**src/rtl/keypad_scan.sv**
```systemverilog
// 4x4 keypad scanner: row strobe, column sync, ghost-rejecting debounce FSM, 1-deep key register.
// Optional auto-repeat of a held key when KEYPAD_REPEAT_EN is defined.
module keypad_scan #(
    parameter int SCAN_DIV       = 50000,
    parameter int DEBOUNCE_SCANS = 4,
    parameter int REPEAT_DELAY   = 40,
    parameter int REPEAT_RATE    = 10
) (
    input  logic       clk,
    input  logic       rstn,
    output logic [3:0] row_o,
    input  logic [3:0] col_i,
    output logic [3:0] key_code,
    output logic       key_valid,
    input  logic       key_ready,
    output logic       key_down,
    output logic       overflow
);

    localparam int              DIVW     = $clog2(SCAN_DIV);
    localparam logic [DIVW-1:0] DIV_LAST = DIVW'(SCAN_DIV - 1);
    localparam logic [3:0]      DS       = 4'(DEBOUNCE_SCANS);

    if (SCAN_DIV < 4 || DEBOUNCE_SCANS < 1 || DEBOUNCE_SCANS > 15 ||
        REPEAT_DELAY < 1 || REPEAT_RATE < 1) begin : g_param_check
        $error("keypad_scan: illegal parameter value");
    end

    typedef enum logic [1:0] {IDLE, DEBOUNCE, PRESSED, RELEASE} state_t;

    logic [3:0]      col_s1, col_s2;
    logic [DIVW-1:0] div;
    logic [1:0]      row;
    logic [15:0]     map, map_nxt;
    logic            slot_end, scan_done;
    logic [4:0]      n_hits;
    logic            cand_vld;
    logic [3:0]      cand_code;

    state_t          state;
    logic [3:0]      cnt, cnt_inc, code_lat;
    logic            present, cnt_hit;
    logic            push;
    logic [3:0]      push_code;

    assign slot_end  = (div == DIV_LAST);
    assign scan_done = slot_end && (row == 2'd3);

    // The row currently being sampled is merged in so scan_done sees the whole scan.
    always_comb begin
        map_nxt = map;
        map_nxt[{row, 2'b00} +: 4] = ~col_s2;
    end

    always_comb begin
        n_hits    = '0;
        cand_code = '0;
        for (int i = 0; i < 16; i++) begin
            if (map_nxt[i]) begin
                n_hits    = n_hits + 5'd1;
                cand_code = 4'(i);
            end
        end
        cand_vld = (n_hits == 5'd1);
    end

    always_ff @(posedge clk or negedge rstn) begin
        if (!rstn) begin
            col_s1 <= 4'b1111;
            col_s2 <= 4'b1111;
            div    <= '0;
            row    <= 2'd0;
            row_o  <= 4'b1110;
            map    <= '0;
        end else begin
            col_s1 <= col_i;
            col_s2 <= col_s1;
            if (slot_end) begin
                div   <= '0;
                row   <= row + 2'd1;
                row_o <= {row_o[2:0], row_o[3]};
                map   <= map_nxt;
            end else begin
                div <= div + DIVW'(1);
            end
        end
    end

    assign present = cand_vld && (cand_code == code_lat);
    assign cnt_inc = cnt + 4'd1;
    assign cnt_hit = (cnt_inc == DS);

`ifdef KEYPAD_REPEAT_EN
    localparam logic [15:0] RD = 16'(REPEAT_DELAY);
    localparam logic [15:0] RR = 16'(REPEAT_RATE);

    logic [15:0] rep_cnt;
    logic        rep_first, rep_hit, enter_pressed;

    assign rep_hit = ((rep_cnt + 16'd1) == (rep_first ? RD : RR));
    assign enter_pressed = scan_done &&
        ((state == IDLE && cand_vld && DS == 4'd1) ||
         (state == DEBOUNCE && present && cnt_hit) ||
         (state == RELEASE && present));

    always_ff @(posedge clk or negedge rstn) begin
        if (!rstn) begin
            rep_cnt   <= '0;
            rep_first <= 1'b1;
        end else if (enter_pressed) begin
            rep_cnt   <= '0;
            rep_first <= 1'b1;
        end else if (scan_done && state == PRESSED && present) begin
            if (rep_hit) begin
                rep_cnt   <= '0;
                rep_first <= 1'b0;
            end else begin
                rep_cnt <= rep_cnt + 16'd1;
            end
        end
    end
`endif

    always_comb begin
        push      = 1'b0;
        push_code = code_lat;
        if (scan_done) begin
            case (state)
                IDLE: begin
                    if (cand_vld && DS == 4'd1) begin
                        push      = 1'b1;
                        push_code = cand_code;
                    end
                end
                DEBOUNCE: push = present && cnt_hit;
`ifdef KEYPAD_REPEAT_EN
                PRESSED:  push = present && rep_hit;
`endif
                default:  push = 1'b0;
            endcase
        end
    end

    // key_down covers PRESSED and RELEASE: the debounced level of the key.
    always_ff @(posedge clk or negedge rstn) begin
        if (!rstn) begin
            state    <= IDLE;
            cnt      <= '0;
            code_lat <= '0;
            key_down <= 1'b0;
        end else if (scan_done) begin
            case (state)
                IDLE: begin
                    if (cand_vld) begin
                        code_lat <= cand_code;
                        cnt      <= 4'd1;
                        if (DS == 4'd1) begin
                            state    <= PRESSED;
                            key_down <= 1'b1;
                        end else begin
                            state <= DEBOUNCE;
                        end
                    end
                end
                DEBOUNCE: begin
                    if (present) begin
                        cnt <= cnt_inc;
                        if (cnt_hit) begin
                            state    <= PRESSED;
                            key_down <= 1'b1;
                        end
                    end else begin
                        state <= IDLE;
                    end
                end
                PRESSED: begin
                    if (!present) begin
                        cnt <= 4'd1;
                        if (DS == 4'd1) begin
                            state    <= IDLE;
                            key_down <= 1'b0;
                        end else begin
                            state <= RELEASE;
                        end
                    end
                end
                RELEASE: begin
                    if (present) begin
                        state <= PRESSED;
                    end else begin
                        cnt <= cnt_inc;
                        if (cnt_hit) begin
                            state    <= IDLE;
                            key_down <= 1'b0;
                        end
                    end
                end
                default: state <= IDLE;
            endcase
        end
    end

    always_ff @(posedge clk or negedge rstn) begin
        if (!rstn) begin
            key_code  <= '0;
            key_valid <= 1'b0;
            overflow  <= 1'b0;
        end else if (push) begin
            if (!key_valid || key_ready) begin
                key_code  <= push_code;
                key_valid <= 1'b1;
            end else begin
                overflow <= 1'b1;
            end
        end else if (key_valid && key_ready) begin
            key_valid <= 1'b0;
        end
    end

endmodule
```
**config.mk**
```make
export PLATFORM = sky130hd
export DESIGN_NAME = keypad_scan
export DESIGN_NICKNAME = d
export VERILOG_FILES = /design/src/rtl/keypad_scan.sv
export SDC_FILE = /design/constraint.sdc
export NUM_CORES = 1
export LEC_CHECK = 0
export CORE_ASPECT_RATIO = 0.6
export CORE_MARGIN = 2
export CORE_UTILIZATION = 24
export DETAILED_ROUTE_END_ITERATION = 7
export PLACE_DENSITY = 0.34
export SLEW_MARGIN = 20
export SYNTH_ARGS = -nofsm -noshare
export SYNTH_HDL_FRONTEND = slang
export SYNTH_SLANG_ARGS = --single-unit
```
**constraint.sdc**
```tcl
create_clock -name clk -period 32.4 [get_ports clk]
set_input_delay 9.72 -clock clk [delete_from_list [all_inputs] [get_ports clk]]
set_output_delay 9.72 -clock clk [all_outputs]
set_load 0.05 [all_outputs]
```
# Yosys cells after proc, flatten, opt, wreduce, memory -nomap -nowiden
# Cells that the tools add are included.
[classes] add_sub_neg=19 eq_ne=17 n_shift=2 n_mux=55 bitwise=2 n_reduce_logical=16
[op_table] op="adder 5 x 1 -> 5 bit (second input constant)" count=15
[op_table] op="two-way mux 5 bit" count=15
[op_table] op="two-way mux 4 bit" count=18
[op_table] op="adder 16 x 1 -> 16 bit (second input constant)" count=1
[op_table] op="bitwise mux 16 bit" count=1
[op_table] op="== test 16 bit (second input constant)" count=1
[op_table] op="two-way mux 16 bit" count=1
[op_table] op="case mux 4 bit (4 select lines)" count=1
[op_table] op="variable shift 4 x 6 -> 16 bit (first input constant)" count=1
[op_table] op="indexed part select 4 x 6 -> 16 bit" count=1
[op_table] op="two-way mux 2 bit" count=6
[op_table] op="inequality test 2 bit (second input constant)" count=6
[op_table] op="two-way mux 1 bit" count=11
[op_table] op="AND reduction 5 bit" count=2
[op_table] op="case mux 2 bit (4 select lines)" count=1
[op_table] op="== test 2 bit (second input constant)" count=3
[op_table] op="inequality test 3 bit (second input constant)" count=2
[op_table] op="negator 4 -> 6 bit" count=1
[op_table] op="AND reduction 2 bit" count=3
[op_table] op="AND reduction 6 bit" count=1
[op_table] op="== test 5 x 1 -> 1 bit (second input constant)" count=1
[op_table] op="adder 4 x 1 -> 4 bit (second input constant)" count=1
[op_table] op="== test 4 x 3 -> 1 bit (second input constant)" count=1
[op_table] op="== test 4 bit" count=1
[op_table] op="other kinds (12)" count=16
[word_totals] regBits=63 in_bits=7

# Logic depth before layout (Yosys ltp)
[depth] word_depth=41 depth_mapped=55 mapped_depth_nobuf=53

# Worst setup path before layout
# OpenSTA, ideal clock, no wires.
[synth_timing] kind="register to register" start="register row[0]" end="register key_code[0]" setup_time_ns=0.125 arrival_time_ns=10.623 setup_slack_ns=21.652 stages_incl_launch_ff=56 path_buffers=2 period_less_slack_ns=10.748 path_cell_list="dfrtp_1 buf_6 inv_1 ha_1 buf_6 nor3_1 mux2i_1 ha_1 inv_1 a21oi_1 nor2_1 ha_1 o21ai_0 nand2_1 ha_1 or2_2 and2_1 ha_1 (+20 left out) inv_1 ha_1 inv_1 mux2i_1 ha_1 and2_1 a21o_1 ha_1 nand2_1 nand2_1 ha_1 nor2b_1 xnor2_1 xnor2_1 nor3_2 nand3_4 nor3_4 mux2_4"
[synth_between] elab_chain_cells=40 word_cells_on_any_way=59
[synth_rtl] item="from (decl)" line_no="33" source="logic [1:0] row;"
[synth_rtl] item="from (signal assigned)" line_no="80" source="row <= row + 2'd1;"
[synth_rtl] item="negator 4 -> 6 bit" line_no="52" source="map_nxt[{row, 2'b00} +: 4] = ~col_s2;"
[synth_rtl] item="indexed part select 4 x 6 -> 16 bit or variable shift 4 x 6 -> 16 bit (tied branches)" line_no="52"
[synth_rtl] item="bitwise mux 16 bit" line_no="52"
[synth_rtl] item="two-way mux 1 bit" line_no="59" source="if (map_nxt[i]) begin"
[synth_rtl] item="adder 5 x 1 -> 5 bit" line_no="60" source="n_hits = n_hits + 5'd1;"
[synth_rtl] item="two-way mux 5 bit" line_no="59"
[synth_rtl] item="adder 5 x 1 -> 5 bit" line_no="60"
[synth_rtl] item="two-way mux 5 bit" line_no="59"
[synth_rtl] item="(+24 left out)"
[synth_rtl] item="adder 5 x 1 -> 5 bit" line_no="60"
[synth_rtl] item="two-way mux 5 bit" line_no="59"
[synth_rtl] item="== test 5 x 1 -> 1 bit" line_no="64" source="cand_vld = (n_hits == 5'd1);"
[synth_rtl] item="logical AND 1 bit" line_no="89" source="assign present = cand_vld && (cand_code == code_lat);"
[synth_rtl] item="logical AND 1 bit" line_no="135" source="DEBOUNCE: push = present && cnt_hit;"
[synth_rtl] item="two-way mux 1 bit" line_no="128" source="case (state)"
[synth_rtl] item="two-way mux 1 bit *" line_no="127" source="if (scan_done) begin"
[synth_rtl] item="AND reduction 2 bit (no source line) *"
[synth_rtl] item="to (signal assigned)" line_no="210" source="key_code <= push_code;"
[synth_rtl] item="to (decl)" line_no="13" source="output logic [3:0] key_code,"
# Every way passes the cells marked *; elsewhere a longest branch is shown, timed or not.
# A chain may end at the register's enable or synchronous reset.

# Final worst setup path
[layout_timing] start="register row[0]" end="register key_code[3]"
# Same word-level chain as after synthesis.

==> flow_summary.yaml <==
logic_synthesis:
  synth.avg_cell_area_sq_um: 9.32
  synth.cell_area_sq_um: 4880
  ys_seq_area_frac: 0.326
  ys_top_cells_by_area: "dfrtp_1 (27%), dfstp_2 (5.9%), ha_1 (5.6%)"
  synth_cell_types: 78
  yosys.area.top_type: "dfrtp_1"
  syn_inst: 524
  async_flop_share: 1.00
  synth_edf_count: 0
  synth-seq-cells: 63
  synth_fp_nets: 553
  yosys_warnings: 0
  synth_ff_type: "dfrtp_1"
  yosysTopAreaCellShare: 0.267
die:
  dieArea_sq_um: 21500
  core_area_sq_um: 20000
  ios: 18
  initial_core_util: 0.244
  fp.dieW_um: 188
  rows: 40
  die_h_um: 114
drt:
  drt_iter0_drc: 224
  dr.pass1.iters: 4
  drcViolationCount: 0
  viasPerCell: 4.61
  wl_per_cell_um: 16.0
  drt-total-wl_um: 13100
  antenna_left: 0
  via_count: 3786
place:
  io_buffers: 17
  place_ws_ns: 20.45
  hpwl_um: 9950
  gp_congestion: 0.802
grt:
  overflow: 0
  grt_pass1_vias: 3620
  track_usage: 0.129
  antenna_found_initial: 0
  grt_max_degree: 64
  grt_pass1_wl_um: 21400
clock_network:
  cts-buffers-inserted: 9
  cts_tree: "built"
  h-tree-depth: 3
  cts_resized: 0
  root_buffer: "clkbuf_16"
  worstSkewPairLatency_ns: 0.34
  cts_setup_buffers: 0
  clock_path_buffers: 2
  clk_pin_slew_ns: 0.06
  clock-sinks: 63
  cts_hold_buf: 0
timing:
  slew_headroom: 0.362
  setup_ws_ns: 20.41
  drv_slew: 0
  fin_worst_skew_ns: 0.0110
  finalSetupViolations: 0
  period_needed_ns: 11.99
  worst_hold_slack_ns: 0.353
  clock.fmax_ghz: 0.0834
  fin_crit_sh: 0.370
  fin_setup_tns_ns: 0
  tightest_slew_ns: 0.945
  hold_viol: 0
  rsz0062_at_grt: "false"
worst_setup_path:
  cpMostUsedCell: "ha_1"
  critPathLaunchType: "flop"
  cp.required_ns: 32.62
  worstSetupPathType: "reg -> reg"
  cp_max_fo: 12
  slowest_stage: "dfrtp_1"
  cp_slowest_stage_delay_ns: 0.56
  arrival_ns: 12.21
  cp-end-kind: "flop"
final_layout:
  layout-drive-gt1-share: 0.151
  nNetsFinal: 573
  diodes: 0
  final_common_cell: "nand2_1"
  synthToLayoutAreaGrowth_pct: 15.6
  final_cell_mix: "nand2_1 (71), dfrtp_1 (52), nor2_1 (34)"
status:
  outcome: "complete, no violations"
power_and_ir_drop:
  p_per_area_nw_per_um2: 35.4
  irDropWorstVdd_mv: 0.0222
  p_leak_uw: 0.00244
  finalPower_uw: 200
worst_hold_path:
  hold_class: "reg -> reg"
run:
  drv_cap: 0
==> final timing paths <==
path	end	slack, ns	cells after the start	startpoint
min in group asynchronous	map[1]	9.59	2	rstn
worst min register to register	col_s2[2]	0.35	0	col_s1[2]
worst max-delay path	key_code[3]	20.41	53	row[0]
worst min-delay path	col_s2[2]	0.35	0	col_s1[2]
worst max register to register	key_code[3]	20.41	53	row[0]
max in group asynchronous	map[11]	22.25	2	rstn
==> critical path, delay by kind of cell, from the launching register on <==
| family | cells | cell delay [ns] |
|---|---|---|
| fa+ha+maj | 15 | 4.49 |
| xor+xnor | 2 | 0.32 |
| simple gates | 19 | 3.20 |
| mux | 4 | 1.05 |
| buf+inv | 5 | 0.49 |
| compound gates | 8 | 1.72 |
| flops | 1 | 0.56 |
==> synthesized netlist by cell type, types with 5 or more instances <==
master	n
mux2i_1	9
dfrtp_1	52
a21oi_1	16
nor3_1	10
and3_1	11
and2_1	12
dfstp_2	11
o21ai_0	33
nor2b_1	19
a31oi_1	12
ha_1	22
clkbuf_1	7
nand2b_1	5
nor2_1	34
xor2_1	12
a31o_2	9
mux2_2	7
nor3b_1	5
xnor3_1	6
nand3_1	17
nand2_1	71
inv_1	17
xnor2_1	30
==> routing by layer <==
metal / global-route usage / up-vias / part of all wire
met1: 0.229 / 1774 / 0.63
met5: 0 / - / 0
met4: 0.0346 / 0 / 0.0084
met3: 0.0248 / 8 / 0.035
li1: - / 1932 / -
met2: 0.141 / 72 / 0.32
==> registers in the layout, indices dropped and copies added, names as in the netlist, named ones only <==
name       cells
cnt            4
code_lat       4
col_s1         4
col_s2         4
div           16
key_code       4
key_down       1
key_valid      1
map           16
overflow       1
row            2
row_o          4
state          1
==> through the flow <==
stage | utilization | std cells | cell area (sq um)
after floorplan | - | 524 | 4880
after global placement | 0.268 | 806 | 5360
after detailed placement | 0.268 | 806 | 5360
after CTS | 0.283 | 822 | 5640
after global routing | 0.283 | 822 | 5640
final | 0.283 | 822 | 5640
==> area by class of cell <==
type                            instances  area, sq um
Fill cell                            2089        14300
Inverter                               18         67.6
Clock buffer                           12          256
Timing Repair Buffer                   23          210
Clock inverter                          4         30.0
Tap cell                              273          342
Sequential cell                        63         1590
Multi-Input combinational cell        429         3150
==> kinds of logic (layout without fill, tap and decap cells) <==
kind of cell	after synthesis	count (layout)	synth area share
multiplexers	21	21	0.0515
buffers and inverters	32	57	0.0295
XOR/XNOR	58	58	0.144
AND/OR/NAND/NOR	217	217	0.235
flip-flops	63	63	0.326
AO/OA/AOI/OAI	111	111	0.158
adder cells (fa/ha/maj)	22	22	0.0564
==> report_power, final <==
group          internal (uW)  switching, uW
registers               79.7          0.405
logic                   11.9           14.7
clock network           56.1           36.8
total                    148           51.9
Power figures use the tool's default switching activity.
